File: src/rtl/reg_file_pkg.sv
// Shared constants and dump-engine state encoding
// for the write-back register file.
package reg_file_pkg;

   localparam int DATA_W   = 32;
   localparam int ADDR_W   = 5;
   localparam int NUM_REGS = 2 ** ADDR_W;

   typedef enum logic [1:0] {
      IDLE = 2'd0,
      SCAN = 2'd1,
      DONE = 2'd2
   } dump_state_t;

endpackage

File: src/rtl/reg_dump_fsm.sv
// Debug dump engine: walks every register index once
// and streams its contents over a valid/ready handshake.
module reg_dump_fsm
   import reg_file_pkg::*;
#(
   parameter int AW = reg_file_pkg::ADDR_W,
   parameter int DW = reg_file_pkg::DATA_W
) (
   input  logic          clk,
   input  logic          rst,
   input  logic          dump_start,
   input  logic          dump_ready,
   input  logic [DW-1:0] rd_data,
   output logic          dump_valid,
   output logic [AW-1:0] dump_index,
   output logic [DW-1:0] dump_data,
   output logic          dump_busy,
   output logic          dump_done
);

   dump_state_t   state, state_n;
   logic [AW-1:0] ptr, ptr_n;

   // State and pointer registers; reset aborts a dump at once
   always_ff @(posedge clk or posedge rst) begin
      if (rst) begin
         state <= IDLE;
         ptr   <= '0;
      end else begin
         state <= state_n;
         ptr   <= ptr_n;
      end
   end

   // Next-state, pointer advance and handshake outputs
   always_comb begin
      state_n    = state;
      ptr_n      = ptr;
      dump_valid = 1'b0;
      dump_busy  = 1'b1;
      dump_done  = 1'b0;
      unique case (state)
         IDLE: begin
            dump_busy = 1'b0;
            if (dump_start) begin
               state_n = SCAN;
               ptr_n   = '0;
            end
         end
         SCAN: begin
            dump_valid = 1'b1;
            if (dump_ready) begin
               if (&ptr) state_n = DONE;
               else      ptr_n   = ptr + 1'b1;
            end
         end
         DONE: begin
            dump_done = 1'b1;
            state_n   = IDLE;
            ptr_n     = '0;
         end
         default: begin
            state_n = IDLE;
            ptr_n   = '0;
         end
      endcase
   end

   assign dump_index = ptr;
   assign dump_data  = rd_data;

endmodule

File: src/rtl/reg_file_writeback.sv
// 32x32 register file with write-back port, two bypassed
// read ports and a debug dump engine.
module reg_file_writeback
   import reg_file_pkg::*;
#(
   parameter int DATA_W = reg_file_pkg::DATA_W,
   parameter int ADDR_W = reg_file_pkg::ADDR_W,
   parameter bit BYPASS = 1'b1
) (
   input  logic              clk,
   input  logic              rst,
   input  logic              RegWrite,
   input  logic [ADDR_W-1:0] WriteReg,
   input  logic [DATA_W-1:0] WriteData,
   input  logic [ADDR_W-1:0] ReadReg1,
   input  logic [ADDR_W-1:0] ReadReg2,
   output logic [DATA_W-1:0] ReadData1,
   output logic [DATA_W-1:0] ReadData2,
   input  logic              dump_start,
   input  logic              dump_ready,
   output logic              dump_valid,
   output logic [ADDR_W-1:0] dump_index,
   output logic [DATA_W-1:0] dump_data,
   output logic              dump_busy,
   output logic              dump_done
);

   localparam int NREGS = 2 ** ADDR_W;

   logic [DATA_W-1:0] regs [NREGS];
   logic [DATA_W-1:0] dump_rd;
   logic              wr_en;

   assign wr_en = RegWrite && (WriteReg != '0);

   // Array update; index 0 is never written so it stays zero
   always_ff @(posedge clk or posedge rst) begin
      if (rst) begin
         for (int i = 0; i < NREGS; i++) regs[i] <= '0;
      end else if (wr_en) begin
         regs[WriteReg] <= WriteData;
      end
   end

   // Operand read ports with optional same-cycle forwarding
   always_comb begin
      ReadData1 = regs[ReadReg1];
      ReadData2 = regs[ReadReg2];
      if (BYPASS && wr_en && WriteReg == ReadReg1)
         ReadData1 = WriteData;
      if (BYPASS && wr_en && WriteReg == ReadReg2)
         ReadData2 = WriteData;
      if (ReadReg1 == '0) ReadData1 = '0;
      if (ReadReg2 == '0) ReadData2 = '0;
   end

   assign dump_rd = regs[dump_index];

   reg_dump_fsm #(
      .AW (ADDR_W),
      .DW (DATA_W)
   ) u_dump (
      .clk        (clk),
      .rst        (rst),
      .dump_start (dump_start),
      .dump_ready (dump_ready),
      .rd_data    (dump_rd),
      .dump_valid (dump_valid),
      .dump_index (dump_index),
      .dump_data  (dump_data),
      .dump_busy  (dump_busy),
      .dump_done  (dump_done)
   );

endmodule
File: config.mk
export PLATFORM = sky130hd
export DESIGN_NAME = reg_file_writeback
export DESIGN_NICKNAME = d
export VERILOG_FILES = /design/src/rtl/reg_file_pkg.sv /design/src/rtl/reg_dump_fsm.sv /design/src/rtl/reg_file_writeback.sv
export SDC_FILE = /design/constraint.sdc
export NUM_CORES = 2
export LEC_CHECK = 0
export ABC_CLOCK_PERIOD_IN_PS = 42400
export BUFFER_PORTS_ARGS = -buffer_cell sky130_fd_sc_hd__buf_4
export CAP_MARGIN = 0
export CORE_UTILIZATION = 34
export CTS_BUF_LIST = sky130_fd_sc_hd__clkbuf_8
export DETAILED_ROUTE_END_ITERATION = 8
export SYNTH_ARGS = -nofsm -noshare
export SYNTH_HDL_FRONTEND = slang
export SYNTH_SLANG_ARGS = --single-unit
File: constraint.sdc
create_clock -name clk -period 42.4 [get_ports clk]
set_input_delay 6.36 -clock clk [delete_from_list [all_inputs] [get_ports clk]]
set_output_delay 6.36 -clock clk [all_outputs]
set_load 0.1 [all_outputs]
# Yosys cells after proc, flatten, opt, wreduce, memory -nomap -nowiden
# Index checks and enable logic that the tools add are counted.
dict set report op_classes {
  n_bitwise 4
  n_reduce_logical 11
  n_eq_ne 8
  mux 27
  magnitude_cmp 5
  addsub 1
}
# op n
set op_table {}
lappend op_table {{$bwmux W1024} 1}
lappend op_table {{$bmux W32 S5} 3}
lappend op_table {{$mux W32} 11}
lappend op_table {{$demux W32 S5} 1}
lappend op_table {{$ge A6 B6 Y1 const B} 4}
lappend op_table {{$not A5 Y6} 4}
lappend op_table {{$mux W5} 3}
lappend op_table {{$eq A5 B5 Y1} 2}
lappend op_table {{$logic_not A5 Y1} 2}
lappend op_table {{$pmux W5 S2} 1}
lappend op_table {{$lt A6 B1 Y1 const B} 1}
lappend op_table {{$mux W2} 3}
lappend op_table {{$ne A2 B2 Y1 const B} 3}
lappend op_table {{$reduce_and A3 Y1} 2}
lappend op_table {{$add A5 B1 Y5 const B} 1}
lappend op_table {{$reduce_and A5 Y1} 1}
lappend op_table {{$reduce_bool A5 Y1} 1}
lappend op_table {{$logic_and A1 B1 Y1} 4}
lappend op_table {{$pmux W2 S2} 1}
lappend op_table {{$mux W1} 3}
lappend op_table {{$eq A2 B1 Y1 const B} 1}
lappend op_table {{$eq A2 B2 Y1 const B} 1}
lappend op_table {{$logic_not A2 Y1} 1}
lappend op_table {{$ne A2 B1 Y1 const B} 1}
dict set report word_totals {
  wordCells 90
  ff_bits 1031
}

# Longest topological paths before layout
dict set report depth {
  depth_word 6
  mapped_depth 10
  ltp_nobuf 7
}

# Hierarchy
# A second synthesis with hierarchy kept.
dict set report hier_totals {
  hier_cells 4505
  area_unflattened_um2 64530.6
}
# mod seq_area_each_um2 area_each_um2 n_inst cells_each
set by_module_without_submodules {}
lappend by_module_without_submodules {reg_file_writeback 25624.6 63915.0 1 4441}
lappend by_module_without_submodules {reg_dump_fsm 175.2 615.6 1 64}

# Least setup slack after synthesis
# OpenSTA, ideal clock, no wires.
dict set report synth_timing {
  kind {input -> output}
  startpoint {input ReadReg1[1]}
  endpoint {output ReadData1[11]}
  cell_stages 9
  slack_ps 26195
  t_arrival_ps 9845
  cell_sequence {buf_2 buf_2 buf_2 nand3b_1 buf_2 o22ai_1 nor4_1 nor3_1 nor3_1}
}
dict set report synth_via {
  elab_chain_cells 6
}
# item line_no
set synth_rtl {}
lappend synth_rtl {{start, declared} reg_file_writeback.sv:15} ;# input logic [ADDR_W-1:0] ReadReg1,
lappend synth_rtl {{$not A5 Y6 (not written as such)} reg_file_writeback.sv:47} ;# ReadData1 = regs[ReadReg1];
lappend synth_rtl {{$bmux W32 S5} reg_file_writeback.sv:47}
lappend synth_rtl {{$mux W32 (not written as such) (2 in a row)} reg_file_writeback.sv:47}
lappend synth_rtl {{$mux W32} reg_file_writeback.sv:49} ;# if (BYPASS && wr_en && WriteReg == ReadReg1)
lappend synth_rtl {{$mux W32 (*)} reg_file_writeback.sv:53} ;# if (ReadReg1 == '0) ReadData1 = '0;
lappend synth_rtl {{end, declared} reg_file_writeback.sv:17} ;# output logic [DATA_W-1:0] ReadData1,
# Every way passes the cells marked *; elsewhere a longest branch is shown, timed or not. The select of a mux whose other input is x is not followed.

# Final worst setup path
dict set report layout_timing {
  startpoint {input ReadReg1[0]}
  endpoint {output ReadData1[26]}
}
# Same word-level chain as after synthesis.

==> metrics list <==
- Outcome: completed
* Seq/Total Area, Yosys: 40.8%
* Violation count after the first detailed-routing iteration: 5,236
- Total power density per cell area: 54.7 nW/um^2
* Clock-pin slew of the registers on the worst-case setup and hold paths: 0.06 ns
- In this run the most critical hold path is launched from regs[1022].
* Clock Tree Root: sky130_fd_sc_hd__clkbuf_8
- Gates resized, CTS repair: 0
* End of the worst register-to-register path: u_dump.dump_index[3]
- The die covers 188,000 sq um.
* Number of flip-flops and latches in the synthesized netlist: roughly 1.0k
- Transition time at the pin with the least slew margin: 1.40 ns
- Of the total power, the clock network draws 25.7%.
* Prevailing post-synth register cell: sky130_fd_sc_hd__dfrtp_1
- Synthesis produced 4,237 cells.
- Fraction of final layout cells with drive strength greater than 1: 56.1%
- The final-report hold violation count was 0.
* Combinational share of power: 38.3%
- Skew-Pair Late Insertion Delay: 0.93 ns
- Dividing the detail-routed via count by the number of cells gives 6.47.
* Delay of the slowest cell on the worst path: 0.85 ns
* Synth area leaders: sky130_fd_sc_hd__dfrtp_1 (41%), sky130_fd_sc_hd__mux4_2 (25%), sky130_fd_sc_hd__mux2_2 (19%)
- Design internal power: 2.38 mW
* Global routing usage summed across all routing layers: 25.6%
- Along the worst hold path, the cell count comes to 0.
* Initial standard-cell utilization of the core: 34.4%
* Post-CTS Setup Inserts: 0
- In this run, synthesis inferred 0 flip-flops with an integrated enable.
- At the worst endpoint, the required time is 36.04 ns.
- For this block, the via count after detailed routing is 43.9k.
* Level count of the clock H-tree: 4
* Die H: between 400 and 500 um
- In the routed design, unresolved DRC markers number 0.
- After synthesis, the share of flip-flops with an asynchronous set or reset is 100%.
- Data arrives at the worst endpoint at 11.00 ns.
* Switching power summed over all nets: 1.46 mW
- Cell leakage power: roughly 29 nW
- The first global-routing pass estimated 342 mm of wire.
- Antenna violations before repair: 18
* Sum of internal, switching and leakage power: 3.84 mW
- After synthesis, the netlist uses 57 different library cells.
* CP startpoint kind: primary input
* Placed Cells incl. Taps: approximately 6.5k
- After layout, the worst path uses 40.9% of the clock period.
* Average wire per cell in the routed design: 35.4 um
* Placer congestion estimate: 0.834
- R2R Setup Slk: around 40 ns
- STA classifies the critical path endpoint as an output pin.
- Max-Cap Viols: 0
* # port buffers: 155
* Count of buffering cells on the critical path with inverters included: 5
- Final critical-path required period: 17.36 ns
- The worst setup path is of the primary input to output pin kind.
- Ordered cell list for the critical path: buf_8 -> buf_4 -> buf_4 -> buf_4 -> mux4_2 -> mux4_2 -> a221o_1 -> buf_4
- The number of nets handed over by synthesis was 4,291.
- Maximum number of pins on one net before global-route repair: between 150 and 200
- The initialized floorplan defines 157 standard-cell rows.
* Final hold slack: 0.419 ns
- After clock tree synthesis, the flow added hold-fix buffers numbering 0.
* Worst IR Drop VDD: 57.3 uV
- approximately 160 I/O pins were placed.
* CTS tree: done
- Final max-slew violation count: 0
- Fmax: 57.6 MHz
* Worst Clk Skew: 0.00666 ns
* Setup-failing EPs final: 0
- Final cell utilization of the core: 38.2%
- Along the worst path, the maximum fanout reaches 66.
* CTS max path bufs: 3
* Max-slew headroom: 6.16%
- Post-layout instance count excluding filler cells: 6,791
- Overflow left after global routing: 0
- The share of total power dissipated in sequential elements is 36.0%.
- Wire length reported by the detailed router: 240 mm
* Worst reg-to-reg path cell count: 7
- TritonCTS Buffers: 179
- Nets@finish: 4,221
* Count of yosys warnings during synthesis: 0
- Path class of the lowest-slack min-delay path: flip-flop to flip-flop
* Average instance area after synthesis: 14.9 sq um
* Sw Ratio: 38.1%
* Kind of cell adding the most delay to the critical path: buffers and inverters
- Compared with the post-synthesis result, the final layout area differs by 11.0%.
- For hold timing, the worst endpoint is regs[1022].
* Final total negative setup slack: 0 ns
* Reg-to-reg startpoint: u_dump.dump_index[3]
- Cell area after synthesis: about 63,000 sq um
- The cell that appears most often on the critical path is sky130_fd_sc_hd__buf_4.
- The tree built by TritonCTS fans out to approximately 1.0k sinks.
- The die is 433 um wide.
* Most area-hungry cell type in the Yosys netlist: sky130_fd_sc_hd__dfrtp_1
- Number of nets still failing antenna checks after routing: 0
- The number of global-route vias before repair came to 44.0k.
- Core region area: roughly 180,000 sq um
- Area share of the leading cell type in the synthesized netlist: 40.8%
* Number of iterations in the first detailed-routing pass: 6
- Max stage delay cell, worst path: sky130_fd_sc_hd__buf_4
- Setup repair after global routing left no endpoint under its margin.
* Final HPWL from detailed placement: 132 mm
synthesized netlist by cell type (all sizes together) (5+ instances only):
cell type	count
a22o	12
nor3b	14
mux4	715
a32o	37
nor2b	12
nor2	68
nor3	45
buf	267
a211oi	9
a2111oi	5
o22ai	44
o221ai	50
nand3b	5
mux2i	215
clkbuf	246
nor4	25
xnor2	8
nand2	59
mux2	1091
a22oi	71
nand3	20
a211o	10
a221o	39
o21ai	17
inv	6
dfrtp	1031
a221oi	24
a21oi	43
nand2b	5
through the flow:
step | worst slack, ns | instance area, sq um
finish | 25.04 | 70200
global route | 24.81 | 70200
CTS | 24.96 | 70200
detailed placement | 24.97 | 66300
global placement | 24.97 | 66300
floorplan | 7.03 | 63200
worst max-delay path by stage:
| stage | startpoint | end | cells after the start |
|---|---|---|---|
| 2_1_floorplan | rst | regs[0] | 1 |
| 3_3_place_gp | ReadReg1[0] | ReadData1[26] | 8 |
| 3_5_place_dp | ReadReg1[0] | ReadData1[26] | 8 |
| 4_1_cts | ReadReg1[0] | ReadData1[26] | 8 |
| 5_1_grt | ReadReg1[0] | ReadData1[26] | 8 |
| 6_report | ReadReg1[0] | ReadData1[26] | 8 |
cells in the final DEF, fill, tap and decap left out, types with 6 or more instances in the layout:
cell,synthesis,layout
sky130_fd_sc_hd__o221ai_1,50,50
sky130_fd_sc_hd__nor3b_1,14,14
sky130_fd_sc_hd__a32o_1,37,37
sky130_fd_sc_hd__nand2_1,59,44
sky130_fd_sc_hd__buf_12,1,6
sky130_fd_sc_hd__mux4_2,715,715
sky130_fd_sc_hd__nor2_1,68,52
sky130_fd_sc_hd__clkinv_2,0,30
sky130_fd_sc_hd__nor2_4,0,14
sky130_fd_sc_hd__nand2_4,0,15
sky130_fd_sc_hd__a22oi_1,71,71
sky130_fd_sc_hd__o21ai_0,16,16
sky130_fd_sc_hd__mux2_2,1091,1091
sky130_fd_sc_hd__inv_1,5,42
sky130_fd_sc_hd__nor4_1,24,24
sky130_fd_sc_hd__a22o_1,12,12
sky130_fd_sc_hd__a21oi_1,43,43
sky130_fd_sc_hd__buf_4,45,251
sky130_fd_sc_hd__nor3_1,45,43
sky130_fd_sc_hd__mux2i_1,215,215
sky130_fd_sc_hd__nand3_1,20,20
sky130_fd_sc_hd__xnor2_1,8,8
sky130_fd_sc_hd__dfrtp_1,1031,1026
sky130_fd_sc_hd__nor2b_1,12,7
sky130_fd_sc_hd__o22ai_1,44,44
sky130_fd_sc_hd__diode_2,0,12
sky130_fd_sc_hd__a211oi_1,9,9
sky130_fd_sc_hd__a211o_1,10,10
sky130_fd_sc_hd__clkbuf_8,0,248
sky130_fd_sc_hd__a221oi_1,24,24
sky130_fd_sc_hd__a221o_1,39,39
state kept, by name, summed over array words and instances, names as in the netlist:
name,count
regs,1024
u_dump.dump_index,5
u_dump.state,2
layout make-up:
cell class / count / area (sq um)
Inverter: 6 / 30.0
Multi-Input combinational cell: 2687 / 35300
Clock inverter: 83 / 479
Tap cell: 2464 / 3080
Clock buffer: 246 / 3390
Sequential cell: 1031 / 25800
Timing Repair Buffer: 262 / 2070
Fill cell: 17400 / 114000
Antenna cell: 12 / 30.0
cell families (layout without fill, tap and decap cells):
family	count (synthesis)	after routing	synth area share, %
buf+inv	519	597	3.84
mux	2021	2021	48.3
flops	1031	1031	40.8
simple gates	282	282	2.26
fa+ha+maj	2	2	0.0396
compound gates	371	371	4.60
other cells	0	12	0
xor+xnor	11	11	0.152
power groups by stage:
stage | sequential [mW] | clock [mW] | combinational, mW
floorplan | 1.32 | 0 | 1.16
global placement | 1.38 | 0 | 1.46
detailed placement | 1.39 | 0 | 1.47
CTS | 1.37 | 1.00 | 1.47
global route | 1.41 | 1.05 | 1.53
finish | 1.38 | 0.987 | 1.47
worst register-to-register path, delay by kind of cell, from the launching register on:
family          cells  cell delay, ns
buf+inv             1            0.76
flops               1            0.73
simple gates        3            0.59
compound gates      2            0.31
fa+ha+maj           1            0.21
layer usage:
layer  global-route usage (%)  wire (um)  up-vias
li1                         -          -    16900
met2                     39.5     112000     2426
met4                     14.3      14600        8
met1                     32.8      92900    23900
met5                        0         45        -
met3                     6.25      20800      685
(Power assumes the default switching activity.)
